## config.mk

```make
export PLATFORM = sky130hd
export DESIGN_NAME = herald_op_arbiter
export DESIGN_NICKNAME = d
export VERILOG_FILES = /design/src/rtl/herald_op_arbiter.sv
export SDC_FILE = /design/constraint.sdc
export NUM_CORES = 1
export LEC_CHECK = 0
export CAP_MARGIN = 30
export CORE_MARGIN = 2
export CORE_UTILIZATION = 37
export CTS_CLUSTER_SIZE = 10
export DETAILED_ROUTE_END_ITERATION = 16
export HOLD_SLACK_MARGIN = 0.05
export PLACE_DENSITY = 0.81
export SLEW_MARGIN = 20
export SYNTH_ARGS = -nofsm -noshare
export SYNTH_HDL_FRONTEND = slang
export SYNTH_SLANG_ARGS = --single-unit
```

## constraint.sdc

```tcl
create_clock -name clk -period 2.8 [get_ports clk]
set_input_delay 0.28 -clock clk [delete_from_list [all_inputs] [get_ports clk]]
set_output_delay 0.28 -clock clk [all_outputs]
set_load 0.005 [all_outputs]
```

## src/rtl/herald_op_arbiter.sv

```systemverilog
// ============================================================================
// Module   : herald_op_arbiter
// Brief    : Round-robin arbiter sharing one CORDIC/MAC engine among NREQ
//            requesters; captures command/operands, starts the engine, returns
//            the tagged result. Optional WAIT timeout: HERALD_ARB_TIMEOUT_EN.
// Revision : 1.0 - initial release
// ============================================================================
`default_nettype none

module herald_op_arbiter #(
   parameter int NREQ    = 4,
   parameter int OPW     = 16,
   parameter int RESW    = 32,
   parameter int TIMEOUT = 1023
) (
   input  logic                      clk,
   input  logic                      rst,
   input  logic [NREQ-1:0]           req_valid,
   output logic [NREQ-1:0]           req_ready,
   input  logic [NREQ*8-1:0]         req_cmd,
   input  logic [NREQ*OPW-1:0]       req_opa,
   input  logic [NREQ*OPW-1:0]       req_opb,
   output logic                      eng_start,
   output logic [7:0]                eng_cmd,
   output logic [OPW-1:0]            eng_opa,
   output logic [OPW-1:0]            eng_opb,
   input  logic                      eng_done,
   input  logic [RESW-1:0]           eng_result,
   output logic                      rsp_valid,
   output logic [$clog2(NREQ)-1:0]   rsp_id,
   output logic [RESW-1:0]           rsp_data,
   output logic                      rsp_err,
   input  logic                      rsp_ready
);

   localparam int c_idw = $clog2(NREQ);

   localparam logic [1:0] c_st_idle  = 2'd0;
   localparam logic [1:0] c_st_issue = 2'd1;
   localparam logic [1:0] c_st_wait  = 2'd2;
   localparam logic [1:0] c_st_resp  = 2'd3;

   logic [1:0]       r_state;
   logic [1:0]       w_state_nxt;
   logic [c_idw-1:0] r_rr_ptr;
   logic [c_idw-1:0] r_id;
   logic [7:0]       r_cmd;
   logic [OPW-1:0]   r_opa;
   logic [OPW-1:0]   r_opb;
   logic [RESW-1:0]  r_rsp_data;
   logic             r_rsp_err;

   logic             w_grant_any;
   logic [c_idw-1:0] w_grant_idx;
   logic [7:0]       w_sel_cmd;
   logic [OPW-1:0]   w_sel_opa;
   logic [OPW-1:0]   w_sel_opb;
   logic             w_cmd_ok;
   logic             w_timeout;

   function automatic logic f_cmd_ok(input logic [7:0] cmd);
      case (cmd)
         8'h10, 8'h11, 8'h12, 8'h20, 8'h21, 8'h22: return 1'b1;
         default:                                  return 1'b0;
      endcase
   endfunction

   // Scan offsets from far to near so the nearest set bit after rr wins.
   always_comb begin
      int               v_sum;
      logic [c_idw-1:0] v_idx;
      w_grant_any = 1'b0;
      w_grant_idx = '0;
      v_sum       = 0;
      v_idx       = '0;
      for (int k = NREQ - 1; k >= 0; k--) begin
         v_sum = int'(r_rr_ptr) + k;
         if (v_sum >= NREQ) v_sum = v_sum - NREQ;
         v_idx = c_idw'(v_sum);
         if (req_valid[v_idx]) begin
            w_grant_any = 1'b1;
            w_grant_idx = v_idx;
         end
      end
   end

   always_comb begin
      w_sel_cmd = '0;
      w_sel_opa = '0;
      w_sel_opb = '0;
      for (int i = 0; i < NREQ; i++) begin
         if (w_grant_idx == c_idw'(i)) begin
            w_sel_cmd = req_cmd[8*i +: 8];
            w_sel_opa = req_opa[OPW*i +: OPW];
            w_sel_opb = req_opb[OPW*i +: OPW];
         end
      end
      w_cmd_ok = f_cmd_ok(w_sel_cmd);
   end

`ifdef HERALD_ARB_TIMEOUT_EN
   localparam int c_tmr_w = $clog2(TIMEOUT + 1);
   logic [c_tmr_w-1:0] r_timer;

   always_ff @(posedge clk) begin
      if (rst)
         r_timer <= '0;
      else if (r_state == c_st_issue)
         r_timer <= '0;
      else if (r_state == c_st_wait && !eng_done)
         r_timer <= r_timer + 1'b1;
   end

   assign w_timeout = (r_state == c_st_wait) && (r_timer == c_tmr_w'(TIMEOUT - 1));
`else
   logic w_unused_timeout;
   assign w_unused_timeout = |TIMEOUT;
   assign w_timeout        = 1'b0;
`endif

   always_ff @(posedge clk) begin
      if (rst) r_state <= c_st_idle;
      else     r_state <= w_state_nxt;
   end

   always_comb begin
      w_state_nxt = r_state;
      case (r_state)
         c_st_idle:  if (w_grant_any) w_state_nxt = w_cmd_ok ? c_st_issue : c_st_resp;
         c_st_issue: w_state_nxt = c_st_wait;
         c_st_wait:  if (eng_done || w_timeout) w_state_nxt = c_st_resp;
         c_st_resp:  if (rsp_ready) w_state_nxt = c_st_idle;
         default:    w_state_nxt = c_st_idle;
      endcase
   end

   always_comb begin
      req_ready = '0;
      if (r_state == c_st_idle && w_grant_any && !rst) req_ready[w_grant_idx] = 1'b1;
      eng_start = (r_state == c_st_issue);
      rsp_valid = (r_state == c_st_resp);
   end

   always_ff @(posedge clk) begin
      if (rst) begin
         r_rr_ptr   <= '0;
         r_id       <= '0;
         r_cmd      <= '0;
         r_opa      <= '0;
         r_opb      <= '0;
         r_rsp_data <= '0;
         r_rsp_err  <= 1'b0;
      end else begin
         case (r_state)
            c_st_idle: if (w_grant_any) begin
               r_id  <= w_grant_idx;
               r_cmd <= w_sel_cmd;
               r_opa <= w_sel_opa;
               r_opb <= w_sel_opb;
               if (!w_cmd_ok) begin
                  r_rsp_data <= '0;
                  r_rsp_err  <= 1'b1;
               end
            end
            c_st_wait: if (eng_done) begin
               r_rsp_data <= eng_result;
               r_rsp_err  <= 1'b0;
            end else if (w_timeout) begin
               r_rsp_data <= '0;
               r_rsp_err  <= 1'b1;
            end
            c_st_resp: if (rsp_ready)
               r_rr_ptr <= (r_id == c_idw'(NREQ - 1)) ? '0 : r_id + 1'b1;
            default: ;
         endcase
      end
   end

   assign eng_cmd  = r_cmd;
   assign eng_opa  = r_opa;
   assign eng_opb  = r_opb;
   assign rsp_id   = r_id;
   assign rsp_data = r_rsp_data;
   assign rsp_err  = r_rsp_err;

endmodule

`default_nettype wire

```

; Yosys cells after proc, flatten, opt, wreduce, memory -nomap -nowiden
; Index checks and enable logic that the tools add are counted.
[word_totals]
ff_bits = 79
inputBits = 200
out_inout_bits = 81
wordCells = 105
[classes]
n_mux = 50
eq_ne = 17
order_cmp = 10
reduce_logical = 12
add_sub_neg = 8
[op_table]
columns = cell, count
row1 = two-way mux 16 bit, 8
row2 = two-way mux 32 bit, 3
row3 = case mux 32 bit (2 select lines), 1
row4 = two-way mux 8 bit, 4
row5 = two-way mux 2 bit, 13
row6 = "== test 8 x 5 -> 1 bit, second input constant", 3
row7 = "== test 8 x 6 -> 1 bit, second input constant", 3
row8 = "< comparator 2 x 3 -> 1 bit, second input constant", 5
row9 = two-way mux 1 bit, 13
row10 = "== test 2 bit, second input constant", 5
row11 = ">= comparator 3 bit, second input constant", 3
row12 = binary-select mux 1 bit (select 2 bit), 4
row13 = case mux 2 bit (4 select lines), 1
row14 = "subtractor 2 x 1 -> 2 bit, second input constant", 4
row15 = "adder 2 x 2 -> 3 bit, second input constant", 2
row16 = "inequality test 2 bit, second input constant", 3
row17 = OR reduction 6 bit, 1
row18 = "== test 2 x 1 -> 1 bit, second input constant", 2
row19 = logical NOT 2 bit, 2
row20 = two-way mux 4 bit, 1
row21 = AND reduction 2 bit, 2
row22 = AND reduction 4 bit, 1
row23 = "adder 2 x 1 -> 3 bit, second input constant", 1
row24 = ">= comparator 2 x 3 -> 1 bit, second input constant", 1
row25 = other kinds (9), 11

; Logic depth before layout (Yosys ltp)
[logic_depth]
ltp_word = 20
mapped_depth = 13
ltp_nobuf = 9

; Least setup slack after synthesis
; Ideal clock, no wire load.
[synth_timing]
kind = register to register
startpoint = reg r_rr_ptr[1]
endpoint = reg r_rsp_err (netlist: rsp_err)
n_path_buf = 3
period_less_slack_ns = 2.555
path_slack_ns = 0.245
setup_time_ns = 0.123
stages_incl_launch_ff = 13
arrival_ns = 2.432
required_time_ns = 2.677
path_cell_list = dfxtp_1 buf_6 mux2i_1 nor2_1 nor3_2 buf_6 buf_8 mux2i_1 mux2_2 nor2_1 nor2_1 a311oi_4 mux2_1
[synth_between]
elab_chain_cells = 19
word_cells_on_any_way = 50
classes_between = add/sub (7) / order compare (4) / eq/ne (11) / mux (25) / reduce/logical (3)
[synth_lines]
columns = element, line_no
row1 = start: declaration, 45  ; logic [c_idw-1:0] r_rr_ptr;
row2 = start signal: assignment, 173  ; r_rr_ptr <= (r_id == c_idw'(NREQ - 1)) ? '0 : r_id + 1'b1;
row3 = adder 2 x 2 -> 3 bit, 77  ; v_sum = int'(r_rr_ptr) + k;
row4 = >= comparator 3 bit / subtractor 2 x 1 -> 2 bit (equally long branches), 78  ; if (v_sum >= NREQ) v_sum = v_sum - NREQ;
row5 = two-way mux 2 bit, 78
row6 = binary-select mux 1 bit (select 2 bit), 80  ; if (req_valid[v_idx]) begin
row7 = two-way mux 1 bit (implied by the code), 80
row8 = two-way mux 2 bit (4 in series), 80
row9 = logical NOT 2 bit, 92  ; if (w_grant_idx == c_idw'(i)) begin
row10 = two-way mux 8 bit (4 in series), 92
row11 = == test 8 x 5 -> 1 bit / == test 8 x 6 -> 1 bit (equally long branches), 62  ; case (cmd)
row12 = OR reduction 6 bit, 62
row13 = two-way mux 1 bit, 62
row14 = inequality test 2 bit (no line), n/a
row15 = AND reduction 4 bit (no line) *, n/a
row16 = end signal: assignment, 152  ; r_rsp_err <= 1'b0;
row17 = end signal: assignment, 162  ; r_rsp_err <= 1'b1;
row18 = end signal: assignment, 167  ; r_rsp_err <= 1'b0;
row19 = end: declaration, 51  ; logic r_rsp_err;
; Every way passes the cells marked *; elsewhere a longest branch is shown, timed or not. The select of a mux whose other input is x is not followed.
; A chain may end at the register's enable or synchronous reset.

; Final worst setup path
[layout_timing]
startpoint = in req_valid[3]
endpoint = out req_ready[2]
[layout_between]
elab_chain_cells = 11
word_cells_on_any_way = 24
classes_between = order compare (2) / mux (19) / reduce/logical (3)
[layout_lines]
columns = element, line_no
row1 = start: declaration, 18  ; input logic [NREQ-1:0] req_valid,
row2 = binary-select mux 1 bit (select 2 bit), 80
row3 = two-way mux 1 bit (implied by the code), 80
row4 = two-way mux 2 bit (4 in series), 80
row5 = < comparator 2 x 3 -> 1 bit (implied by the code) / >= comparator 2 x 1 -> 1 bit (equally long branches), 139  ; if (r_state == c_st_idle && w_grant_any && !rst) req_ready[w_grant_idx] = 1'b1;
row6 = logical AND 1 bit (implied by the code), 139
row7 = two-way mux 1 bit (implied by the code), 139
row8 = demux 1 bit (select 2 bit), 139
row9 = two-way mux 4 bit *, 139
row10 = end: declaration, 19  ; output logic [NREQ-1:0] req_ready,
; Marks and branches as above.

==> flow_summary.json <==
{
  "grt_pass1_wl_um": 24800,
  "htreeDepth": 3,
  "drc": 0,
  "finalCritPeriodShare_pct": 97.1,
  "hold_depth": 2,
  "hold_viol": 0,
  "cts_tree": "yes",
  "ys_warn_count": 0,
  "hp-start": "rst",
  "critical-path-top-delay-family": "buffers and inverters",
  "ir_drop_v": 0.000371,
  "die_h_um": 114,
  "min_period_ps": 2720,
  "synth_edf_count": 0,
  "worstPathMaxFanout": 60,
  "die_x_um": 114,
  "drt_iter0_drc": 225,
  "critPathRequiredTime_ps": 2520,
  "wire_per_inst_um": 15.6,
  "yosysSeqAreaShare_pct": 35.6,
  "final_cell_mix": "277 x clkdlybuf4s50_1, 175 x nand2_1, 78 x dfxtp_1",
  "grt_use_total_pct": 24.3,
  "outcome": "finished, final reports clean",
  "dpl_worst_slack_ps": -185,
  "hold_ws_ps": 429,
  "reg2reg_depth": 11,
  "max_freq_ghz": 0.368,
  "gp_congestion": 0.841,
  "num-fill-cells": 1042,
  "synth_area_mm2": 0.00444,
  "final_util_pct": 65.7,
  "drive_above_1_share_pct": 6.70,
  "p_per_area_mw_per_mm2": 688,
  "fin_ws_ps": 82.2,
  "yosys_register_bits": 79,
  "max_stage_delay_ps": 540,
  "area_growth_pct": 75.3,
  "synthCells": 599,
  "synth_top_area_share_pct": 35.6,
  "first_global_vias": 4930,
  "clk_pin_slew_ps": 70,
  "boundaryPins": 281,
  "met3_usage_pct": 9.40,
  "grt_max_degree": 61,
  "rsz0062_at_grt": "yes",
  "start_kind": "input pin",
  "critPathArrivalTime_ps": 2440,
  "p_total_w": 0.00536,
  "cts_inserted_buffers": 9,
  "synth_top_area_cell": "dfxtp_1",
  "maxCapViolCount": 0,
  "setup_viol_count_final": 0,
  "met1_usage_pct": 28.1,
  "use_met2_pct": 41.8,
  "reg2reg_from": "r_rr_ptr[1]$_SDFFE_PP0P_",
  "avgSynthCellArea_um2": 7.42,
  "dr_total_vias": 5035,
  "dpl.cell_count": 997,
  "top_usage_layer": "met2",
  "globalRouteOverflowTotal": 0,
  "hp-class": "input pin to flip-flop",
  "die_area_mm2": 0.0129,
  "clockBufferDepth": 2,
  "synth_area_leaders": "dfxtp_1 36%, nand2_1 15%, mux2i_1 10%",
  "synth.distinct_cells": 33,
  "start_util_pct": 37.5,
  "crit_chain": "clkdlybuf4s50_1 > a21oi_4 > nor3_4 > buf_12 > buf_4 > buf_12 > nor4_2 > clkdlybuf4s50_1",
  "root_buffer": "clkbuf_16",
  "crit_cells": 8,
  "synth_nets": 805,
  "final_max_slew_viol_count": 0,
  "slew_headroom_pct": 62.4,
  "antenna_left": 0,
  "portBuffers": 280,
  "finalWirelength_um": 15800,
  "diodes": 0,
  "worst_r2r_endpoint": "rsp_data[26]$_SDFFE_PP0P_",
  "worst_pin_slew_ps": 564,
  "core-area_mm2": 0.0119,
  "via_per_inst": 4.97,
  "cp_num_buf_inv": 5,
  "ys.flop_type": "dfxtp_1",
  "rrSetupSlack_ps": 200,
  "stdcell_count": 1013,
  "firstDrtPassIters": 5,
  "hold_buffers": 0,
  "hpwl_um": 12000,
  "cts.sinks": 79,
  "synth-async-reset-ratio_pct": 0,
  "critPathCaptureType": "output pin",
  "final_common_cell": "clkdlybuf4s50_1",
  "hold_end": "eng_cmd[7]$_SDFFE_PP0P_",
  "cp_slowest_cell": "clkdlybuf4s50_1",
  "power.leakage_nw": 3.17,
  "antenna_found_initial": 0,
  "clk_latency_ps": 330,
  "crit_type": "input pin to output pin",
  "fin_worst_skew_ps": 7.65,
  "fp-row-count": 40,
  "layout.nets": 1067
}
==> cell type report <==
| type | count | area (um^2) | area share [%] |
|---|---|---|---|
| repair buffers | 301 | 3010 | 38.7 |
| well taps | 147 | 184 | 2.36 |
| clock buffers | 9 | 225 | 2.89 |
| inverters | 5 | 18.8 | 0.241 |
| multi-input cells | 465 | 2690 | 34.5 |
| flip-flops and latches | 79 | 1580 | 20.3 |
| clock inverters | 7 | 80.1 | 1.03 |
==> cells by family (layout without fill, tap and decap cells) <==
family	Yosys count	count (layout)	synth area share [%]
xor gates and xnor gates	1	1	0.197
DFF	79	79	35.6
and+or+nand+nor	318	318	31.4
AOI/OAI and AO/OA	88	88	13.5
buffers and inverters	55	322	5.77
muxes	52	52	11.9
adders and majority gates	6	6	1.69
==> worst reg2reg max path: stages, from the launching register on <==
cell      delay, ps
dfxtp_2         360
mux2i_1         220
nor2_2           90
nor3_4          230
buf_12          180
mux2i_1          80
mux2_2          270
nor2_1          120
nor2_1           90
a311oi_4        370
buf_12          290
mux2i_1         240
==> power breakdown <==
part           internal (W)  total [W]  switching, W
clock network      0.000703    0.00120      0.000498
logic               0.00137    0.00261       0.00124
registers           0.00140    0.00156      0.000154
==> how the worst max path moves through the flow <==
| stage | start | endpoint | slack, ps |
|---|---|---|---|
| final | req_valid[3] | req_ready[2] | 80 |
| after global routing | req_valid[3] | req_ready[0] | 1 |
| after CTS | req_valid[2] | req_ready[0] | 0.6 |
| after detailed placement | req_valid[0] | rsp_data[15]$_SDFFE_PP0P_ | -180 |
| after global placement | req_valid[0] | rsp_data[5]$_SDFFE_PP0P_ | -140 |
| after floorplan | r_rr_ptr[1]$_SDFFE_PP0P_ | rsp_err$_SDFFE_PP0P_ | 240 |
==> stage by stage <==
stage	area (um^2)	setup TNS (ps)
3_5_place_dp	7430	-5750
4_1_cts	7760	0
6_report	7790	0
5_1_grt	7790	0
3_3_place_gp	7430	-4460
2_1_floorplan	4440	0
==> Yosys cell counts, types with 6 or more instances <==
library cell and number:
nor2_1 61, nand2_1 175, mux2i_1 45, nand2b_1 34, ha_1 6, a21oi_1 48, mux2_2 6, and3_1 32
clkbuf_1 39, dfxtp_1 79, a311oi_1 32
==> metal layers <==
layer  part of all wire (%)  vias to the layer above
met5                      0                        -
met4                    2.3                        0
met3                     10                       26
met2                     48                      202
met1                     40                     2261
li1                       -                     2546
==> flip-flops by register name, summed over array words and instances, names as in the netlist <==
name,cells
eng_opb,16
rsp_id,2
r_state,2
r_rr_ptr,2
rsp_err,1
eng_opa,16
rsp_data,32
eng_cmd,8
==> what timing repair did <==
| item | in CTS | in global routing |
|---|---|---|
| buffers inserted | 0 | 0 |
| gates resized for setup | 6 | 8 |
| pin swaps | 0 | 2 |
| endpoints found under the hold margin | 0 | 0 |
| setup endpoints to repair | 4 | 36 |
Note: power is estimated with default switching activity, not from simulation.
